### src/rtl/riscv_lsu.sv
// Load/store initiator for riscv_dmem: turns one byte-addressed RV32I load/store
// into one or two word-addressed, byte-selected dmem accesses and aligns/extends loads.
module riscv_lsu #(
  parameter int XLEN          = 32,
  parameter int DMEM_ADDR_BIT = 12
) (
  input  logic                     i_clk,
  input  logic                     i_rstn,
  input  logic                     i_req,
  output logic                     o_ready,
  input  logic                     i_we,
  input  logic [2:0]               i_funct3,
  input  logic [DMEM_ADDR_BIT-1:0] i_addr,
  input  logic [XLEN-1:0]          i_wdata,
  output logic [XLEN-1:0]          o_rdata,
  output logic                     o_done,
  output logic                     o_err,
  output logic [DMEM_ADDR_BIT-3:0] o_dmem_addr,
  output logic [XLEN/8-1:0]        o_dmem_byte_sel,
  output logic                     o_dmem_wr_en,
  output logic [XLEN-1:0]          o_dmem_data,
  input  logic [XLEN-1:0]          i_dmem_data
);

  localparam int WAW = DMEM_ADDR_BIT - 2;
  localparam int NL  = XLEN / 8;

  localparam logic [1:0] S_IDLE = 2'd0;
  localparam logic [1:0] S_A0   = 2'd1;
  localparam logic [1:0] S_A1   = 2'd2;
  localparam logic [1:0] S_FIN  = 2'd3;

  logic [1:0]      state_q, state_d;
  logic            we_q, err_q, split_q;
  logic [2:0]      f3_q;
  logic [1:0]      off_q;
  logic [WAW-1:0]  waddr_q;
  logic [NL-1:0]   hi_sel_q;
  logic [XLEN-1:0] hi_data_q, lo_q;

  logic [WAW-1:0]  daddr_q, daddr_d;
  logic [NL-1:0]   sel_q, sel_d;
  logic            wr_q, wr_d;
  logic [XLEN-1:0] data_q, data_d;

  logic            accept, legal_in;
  logic [NL-1:0]   lanes_in;
  logic [XLEN-1:0] dmask_in;
  logic [2*NL-1:0] sel8_in;
  logic [2*XLEN-1:0] win_in, lwin, lsh;
  logic [XLEN-1:0] ext;

  assign accept = i_req && (state_q == S_IDLE);

  always_comb begin
    case (i_funct3)
      3'b000, 3'b001, 3'b010, 3'b100, 3'b101: legal_in = 1'b1;
      default:                                legal_in = 1'b0;
    endcase
    case (i_funct3[1:0])
      2'b00:   begin lanes_in = 4'b0001; dmask_in = 32'h0000_00FF; end
      2'b01:   begin lanes_in = 4'b0011; dmask_in = 32'h0000_FFFF; end
      default: begin lanes_in = 4'b1111; dmask_in = 32'hFFFF_FFFF; end
    endcase
    // Both halves of the 8-byte window are formed at accept; the A1 half is parked until needed.
    sel8_in = {4'b0000, lanes_in} << i_addr[1:0];
    win_in  = i_we ? ({32'h0, i_wdata & dmask_in} << {i_addr[1:0], 3'b000}) : '0;
  end

  always_comb begin
    state_d = state_q;
    daddr_d = daddr_q;
    sel_d   = sel_q;
    wr_d    = wr_q;
    data_d  = data_q;
    case (state_q)
      S_IDLE: if (i_req) begin
        if (legal_in) begin
          state_d = S_A0;
          daddr_d = i_addr[DMEM_ADDR_BIT-1:2];
          sel_d   = sel8_in[3:0];
          wr_d    = i_we;
          data_d  = win_in[31:0];
        end else begin
          state_d = S_FIN;
          sel_d   = '0;
          wr_d    = 1'b0;
        end
      end
      S_A0: if (split_q) begin
        state_d = S_A1;
        daddr_d = waddr_q + {{(WAW-1){1'b0}}, 1'b1};
        sel_d   = hi_sel_q;
        wr_d    = we_q;
        data_d  = hi_data_q;
      end else begin
        state_d = S_FIN;
        sel_d   = '0;
        wr_d    = 1'b0;
      end
      S_A1: begin
        state_d = S_FIN;
        sel_d   = '0;
        wr_d    = 1'b0;
      end
      default: state_d = S_IDLE;
    endcase
  end

  always_ff @(posedge i_clk or negedge i_rstn) begin
    if (!i_rstn) begin
      state_q   <= S_IDLE;
      we_q      <= 1'b0;
      err_q     <= 1'b0;
      split_q   <= 1'b0;
      f3_q      <= '0;
      off_q     <= '0;
      waddr_q   <= '0;
      hi_sel_q  <= '0;
      hi_data_q <= '0;
      lo_q      <= '0;
      daddr_q   <= '0;
      sel_q     <= '0;
      wr_q      <= 1'b0;
      data_q    <= '0;
    end else begin
      state_q <= state_d;
      daddr_q <= daddr_d;
      sel_q   <= sel_d;
      wr_q    <= wr_d;
      data_q  <= data_d;
      if (accept) begin
        we_q      <= i_we;
        err_q     <= !legal_in;
        split_q   <= |sel8_in[7:4];
        f3_q      <= i_funct3;
        off_q     <= i_addr[1:0];
        waddr_q   <= i_addr[DMEM_ADDR_BIT-1:2];
        hi_sel_q  <= sel8_in[7:4];
        hi_data_q <= win_in[63:32];
      end
      if (state_q == S_A1) lo_q <= i_dmem_data;
    end
  end

  always_comb begin
    lwin = split_q ? {i_dmem_data, lo_q} : {32'h0, i_dmem_data};
    lsh  = lwin >> {off_q, 3'b000};
    case (f3_q)
      3'b000:  ext = {{24{lsh[7]}}, lsh[7:0]};
      3'b100:  ext = {24'h0, lsh[7:0]};
      3'b001:  ext = {{16{lsh[15]}}, lsh[15:0]};
      3'b101:  ext = {16'h0, lsh[15:0]};
      default: ext = lsh[31:0];
    endcase
  end

  assign o_ready         = (state_q == S_IDLE);
  assign o_done          = (state_q == S_FIN);
  assign o_err           = (state_q == S_FIN) && err_q;
  assign o_rdata         = ((state_q == S_FIN) && !we_q && !err_q) ? ext : '0;
  assign o_dmem_addr     = daddr_q;
  assign o_dmem_byte_sel = sel_q;
  assign o_dmem_wr_en    = wr_q;
  assign o_dmem_data     = data_q;

endmodule

### config.mk
export PLATFORM = sky130hd
export DESIGN_NAME = riscv_lsu
export DESIGN_NICKNAME = d
export VERILOG_FILES = /design/src/rtl/riscv_lsu.sv
export SDC_FILE = /design/constraint.sdc
export NUM_CORES = 1
export LEC_CHECK = 0
export BUFFER_PORTS_ARGS = -buffer_cell sky130_fd_sc_hd__buf_2
export CAP_MARGIN = 40
export CORE_MARGIN = 3
export CORE_UTILIZATION = 50
export CTS_BUF_LIST = sky130_fd_sc_hd__clkbuf_4 sky130_fd_sc_hd__clkbuf_8 sky130_fd_sc_hd__clkbuf_16
export CTS_CLUSTER_DIAMETER = 60
export DETAILED_ROUTE_END_ITERATION = 7
export GPL_ROUTABILITY_DRIVEN = 0
export HOLD_SLACK_MARGIN = 0.15
export PLACE_DENSITY = 0.77
export SYNTH_ARGS = -nofsm -noshare
export SYNTH_HDL_FRONTEND = slang
export SYNTH_SLANG_ARGS = --single-unit
### constraint.sdc
create_clock -name i_clk -period 2.1 [get_ports i_clk]
set_input_delay 0.21 -clock i_clk [delete_from_list [all_inputs] [get_ports i_clk]]
set_output_delay 0.21 -clock i_clk [all_outputs]
set_load 0.02 [all_outputs]
* Yosys cells after proc, flatten, opt, wreduce, memory -nomap -nowiden
Cells that the tools add are included.
** Storage, ports and cells
- Input bits :: 83
- Memories :: 0
- Bits in latches :: 0
- Output and inout port bits :: 82
- Logic and storage cells :: 77
- Memory bits (read-only) :: 0
- Memory bits (writable) :: 0
- Register bits :: 135
** Operators by class
- Bitwise gates (word level) :: 1
- Eq/ne operators :: 14
- Div/mod/pow operators :: 0
- Mux-type cells :: 27
- $mul :: 0
- Shifts and indexed selects :: 3
- Add/sub/neg operators :: 1
- Reduce and logical (&&, ||, !) cells :: 17
- Magnitude comparators :: 0
** Operators with widths (number)
- $mux 32 :: 4
- $mux 64 :: 2
- $pmux 32 s2 :: 2
- $pmux 32 s4 :: 1
- $shl 32x5->64 :: 1
- $shr 64x5->32 :: 1
- $and 32x32->32 :: 1
- $mux 10 :: 3
- $pmux 10 s2 :: 1
- $eq 3x3->1 const B :: 4
- $mux 4 :: 3
- $pmux 4 s3 :: 1
- $add 10x1->10 const B :: 1
- $pmux 4 s2 :: 1
- $shl 4x2->8 :: 1
- $eq 3x1->1 const B :: 2
- $logic_not 3->1 :: 2
- $pmux 2 s3 :: 1
- $mux 1 :: 5
- $reduce_or 5->1 :: 1
- $eq 2x1->1 const B :: 2
- $eq 2x2->1 const B :: 2
- $logic_and 1x1->1 :: 4
- $logic_not 2->1 :: 2
- other kinds (11) :: 15

* Longest topological paths before layout
- Depth after elaboration :: 8
- Depth in mapped cells :: 10
- Gate-level depth less buffers :: 7

* Worst setup path after synthesis
OpenSTA, ideal clock, no wires.
- Path kind :: register to output
- From :: register state_q[0]
- To :: output port o_rdata[20]
- Path slack :: -0.386 ns
- Arrival time :: 2.276 ns
- Data required time :: 1.890 ns
- Stages on the path, launching flop included :: 8
- Buffers on the path :: 2
- Cells stage by stage :: dfrtp_1 ha_1 or3b_1 clkbuf_1 or3_1 o21a_4 buf_8 nor2_1
** Between the ends
- Longest elaborated chain between the ends :: 4
** RTL lines
- start, declared :: RTL line 33 : logic [1:0] state_q, state_d;
- start signal, assigned :: RTL line 127 : state_q <= state_d;
- $eq 2x2->1
- named net o_done :: RTL line 16 : output logic o_done,
- $logic_and 1x1->1 (2 in series) :: RTL line 161 : assign o_rdata = ((state_q == S_FIN) && !we_q && !err_q) ? ext : '0;
- $mux 32 :: RTL line 161
- end, declared :: RTL line 15 : output logic [XLEN-1:0] o_rdata,
The timed path passes the listed nets, and every way through them passes these cells.

* Worst setup path in the final report
- From :: register off_q[0]
- To :: output port o_rdata[9]
** Between the ends
- Longest elaborated chain between the ends :: 3
** RTL lines
- start, declared :: RTL line 36 : logic [1:0] off_q;
- start signal, assigned :: RTL line 137 : off_q <= i_addr[1:0];
- $shr 64x5->32 :: RTL line 148 : lsh = lwin >> {off_q, 3'b000};
- $pmux 32 s4 :: RTL line 149 : case (f3_q)
- $mux 32 :: RTL line 161
No other way between the ends.

==> results.cfg <==
[placed_design]
number_of_placed_cells_counting_well_taps = 1151
hpwlAfterDp_mm = 15.8
port-buffer-count = 164
detailedPlace.worstSlack_ns = -0.168
placement.cell_area_mm2 = 0.00895

[sta]
final_period_minus_worst_setup_slack_ns = 2.73
max_slew_headroom = 0.639
maxClockFrequency_ghz = 0.366
finalMaxSlewViolations = 0
fin_crit_sh = 1.30
grt_setup_unrepaired = true
worst_pin_slew_ns = 0.535
skew_ns = 0.00857
final-setup-viol-count = 32
hold_violations = 0
post-route-worst-setup-slack_ns = -0.629

[job]
max_cap_viol_count = 0

[worst_setup_path]
worst_setup_path_startpoint = off_q[0]
crit-reg2reg-capture = o_dmem_data[6]
critPathLaunchType = flip-flop
timing.critical_path.fanout_max = 9
critPathCaptureType = output pin
cp-endpoint = o_rdata[9]
timing.reg2reg.worst_path_depth = 8
r2r-start = state_q[1]
critical_path_required_ns = 1.89
slack_of_the_worst_reg_to_reg_path_ns = 0.06
crit_path_kind = reg -> out
arrival_ns = 2.52

[clock_tree]
cts_htree_levels = 4
cts_inserted_buffers = 17
tritoncts = done
clk-insertion-delay-late_ns = 0.43
cts_root_buffer = sky130_fd_sc_hd__clkbuf_16
tritoncts_num_sinks = 126
cts.clk_slew.worst_paths_ns = 0.07
cts_max_path_buffers = 2

[power]
static-leakage-power_nw = 4.86
p_total_mw = 16.8
power.density_cell_area_mw_per_mm2 = 1560
power.ir.vdd_worst_uv = 839

[synth]
yosys-top-cells-area = sky130_fd_sc_hd__dfrtp_1 (42%), sky130_fd_sc_hd__mux2_2 (10%), sky130_fd_sc_hd__nand2_1 (6.1%)
ys_seq_area_frac = 0.423
synth_top_area_share = 0.423
synth_area_mm2 = 0.00746
nets_in_the_synthesized_netlist = 887
synth_cells = 798
synth_edf_count = 0
synth.yosys.warnings = 0
synthesis.area_per_instance_um2 = 9.35
yosys_most_used_dff = sky130_fd_sc_hd__dfrtp_1
yosys_register_bits = 126
list_of_most_frequent_post_synthesis_cells = sky130_fd_sc_hd__dfrtp_1 (126), sky130_fd_sc_hd__nand2_1 (121), sky130_fd_sc_hd__nor2_1 (100)
post_synth_num_cell_types = 50
asyncSetResetFlopFracSynth = 1.00
yosysTopAreaCell = sky130_fd_sc_hd__dfrtp_1
post-synth-top-count-cell = sky130_fd_sc_hd__dfrtp_1

[routing]
drt_first_iter_violations = 929
post-route-drc-count = 0
avgViaCountPerCell = 6.26
firstDrtPassIters = 7
route.final.wire_length_mm = 26.7
antenna_violating_nets_post_route = 0
dr_total_vias = 7870
routedWlPerCell_um = 21.3

[grt]
grt_max_degree = 47
grt_pass1_vias = 7686
antenna_found_initial = 1
grt.overflow.total = 0
first_pass_grt_wire_length_mm = 41.2
globalRouteTotalUtil = 0.319

[status]
run_status = complete, but fails checks
violations = setup timing

[floorplan]
num_rows = 44
die_area_mm2 = 0.0164
initial_cell_density_of_the_core = 0.511
area_inside_the_core_boundary_mm2 = 0.0146
floorplan.die.height_um = 128
floorplan.io_pins = 165
floorplan.die.width_um = 128

[min_path]
hold_path.class = in -> reg
worst_hold_path.num_cells = 3

[layout]
final_cell_area_mm2 = 0.0107
multi_input_comb_area_mm2 = 0.00435
final_net_count = 1147
area.sequential_mm2 = 0.00315
drive_above_1_share = 0.382
final.fill_count = 963
layout.cells.non_filler = 1257
area_overhead_vs_synth_pct = 43.9
==> area by class of cell <==
class / instances / share of cell area
repair buffers: 299 / 0.221
diodes: 2 / 0.000466
clock buffers: 18 / 0.0409
multi-input cells: 606 / 0.405
clock inverters: 14 / 0.0148
inverters: 8 / 0.00280
well taps: 184 / 0.0215
flip-flops and latches: 126 / 0.294
==> registers in the layout, indices dropped and copies added, names as in the netlist <==
register         cells
state_q              2
lo_q                32
split_q              1
hi_data_q           24
we_q                 1
o_dmem_addr         10
o_dmem_wr_en         1
err_q                1
f3_q                 3
o_dmem_byte_sel      4
o_dmem_data         32
hi_sel_q             3
off_q                2
waddr_q             10
==> kinds of logic (layout without fill, tap and decap cells) <==
kind of cell    count (synthesis)  after routing  synth area share
simple gates                  273            273             0.156
compound gates                222            222             0.207
flops                         126            126             0.423
mux                            97             97             0.157
buf+inv                        66            339            0.0376
xor+xnor                        8              8           0.00939
fa+ha+maj                       6              6            0.0101
other cells                     0              2                 0
==> critical path: stages, from the launching register on <==
cell                      delay, ns
sky130_fd_sc_hd__dfrtp_2       0.42
sky130_fd_sc_hd__buf_6         0.21
sky130_fd_sc_hd__buf_12        0.13
sky130_fd_sc_hd__buf_16        0.13
sky130_fd_sc_hd__mux2_2        0.36
sky130_fd_sc_hd__a22oi_2       0.20
sky130_fd_sc_hd__nor2_1        0.07
sky130_fd_sc_hd__o22a_1        0.21
sky130_fd_sc_hd__o21a_1        0.21
sky130_fd_sc_hd__buf_6         0.14
==> per-stage QoR <==
stage                     setup TNS, ns   util  hold slack [ns]
final                            -15.41  0.736            0.186
after global routing             -17.29  0.736            0.181
after CTS                        -14.98  0.727            0.151
after detailed placement          -3.25  0.614            0.235
after global placement            -2.05  0.614            0.227
after floorplan                   -1.86      -          -0.0856
==> layout by cell type, fill, tap and decap left out, types with 7 or more instances in the layout <==
cell type                       netlist  layout
sky130_fd_sc_hd__mux2i_1             20      20
sky130_fd_sc_hd__o221a_2             11      11
sky130_fd_sc_hd__buf_12               0       9
sky130_fd_sc_hd__inv_1                7       7
sky130_fd_sc_hd__a22o_1              17      17
sky130_fd_sc_hd__clkbuf_16            0      17
sky130_fd_sc_hd__dlygate4sd3_1        0      61
sky130_fd_sc_hd__a22oi_1             17      11
sky130_fd_sc_hd__o21a_1              11      11
sky130_fd_sc_hd__a221oi_1            27      21
sky130_fd_sc_hd__nand2_1            121     120
sky130_fd_sc_hd__a211oi_1            21      20
sky130_fd_sc_hd__o21ai_0             71      69
sky130_fd_sc_hd__buf_6                1      22
sky130_fd_sc_hd__nor2_1             100      82
sky130_fd_sc_hd__a21oi_1             26      23
sky130_fd_sc_hd__buf_2               11     134
sky130_fd_sc_hd__nor2_4               0      15
sky130_fd_sc_hd__mux4_2               9       9
sky130_fd_sc_hd__nor2b_1             20      20
sky130_fd_sc_hd__mux2_2              66      61
sky130_fd_sc_hd__buf_4                0      68
sky130_fd_sc_hd__dfrtp_1            126     125
==> power breakdown <==
group	switching [mW]	leakage (nW)	internal, mW	total (mW)
registers	0.775	1.57	3.51	4.28
clock network	1.20	0.288	1.80	3.00
logic	5.28	2.99	4.21	9.49
total	7.26	4.86	9.52	16.8
==> how the worst min path moves through the flow <==
stage | startpoint | to
finish | i_wdata[2] | o_dmem_data[2]
global route | i_wdata[2] | o_dmem_data[2]
CTS | i_wdata[0] | o_dmem_data[0]
detailed placement | i_rstn | lo_q[20]
global placement | i_rstn | lo_q[20]
floorplan | i_rstn | err_q
==> routing by layer <==
layer  vias to the layer above  track usage  routed length (um)
met5                         -            0                   0
met1                      3695        0.405               10100
li1                       3424            -                   -
met4                         0        0.168                1350
met3                       148       0.0738                2690
met2                       603        0.510               12600
==> timing repair <==
item	in CTS	in global routing
gates resized for setup	84	24
hold buffers	60	1
pin swaps	25	17
hold endpoints to repair	105	1
setup buffers	4	4
gates cloned	4	0
setup endpoints to repair	32	48
Note: power is estimated with default switching activity, not from simulation.
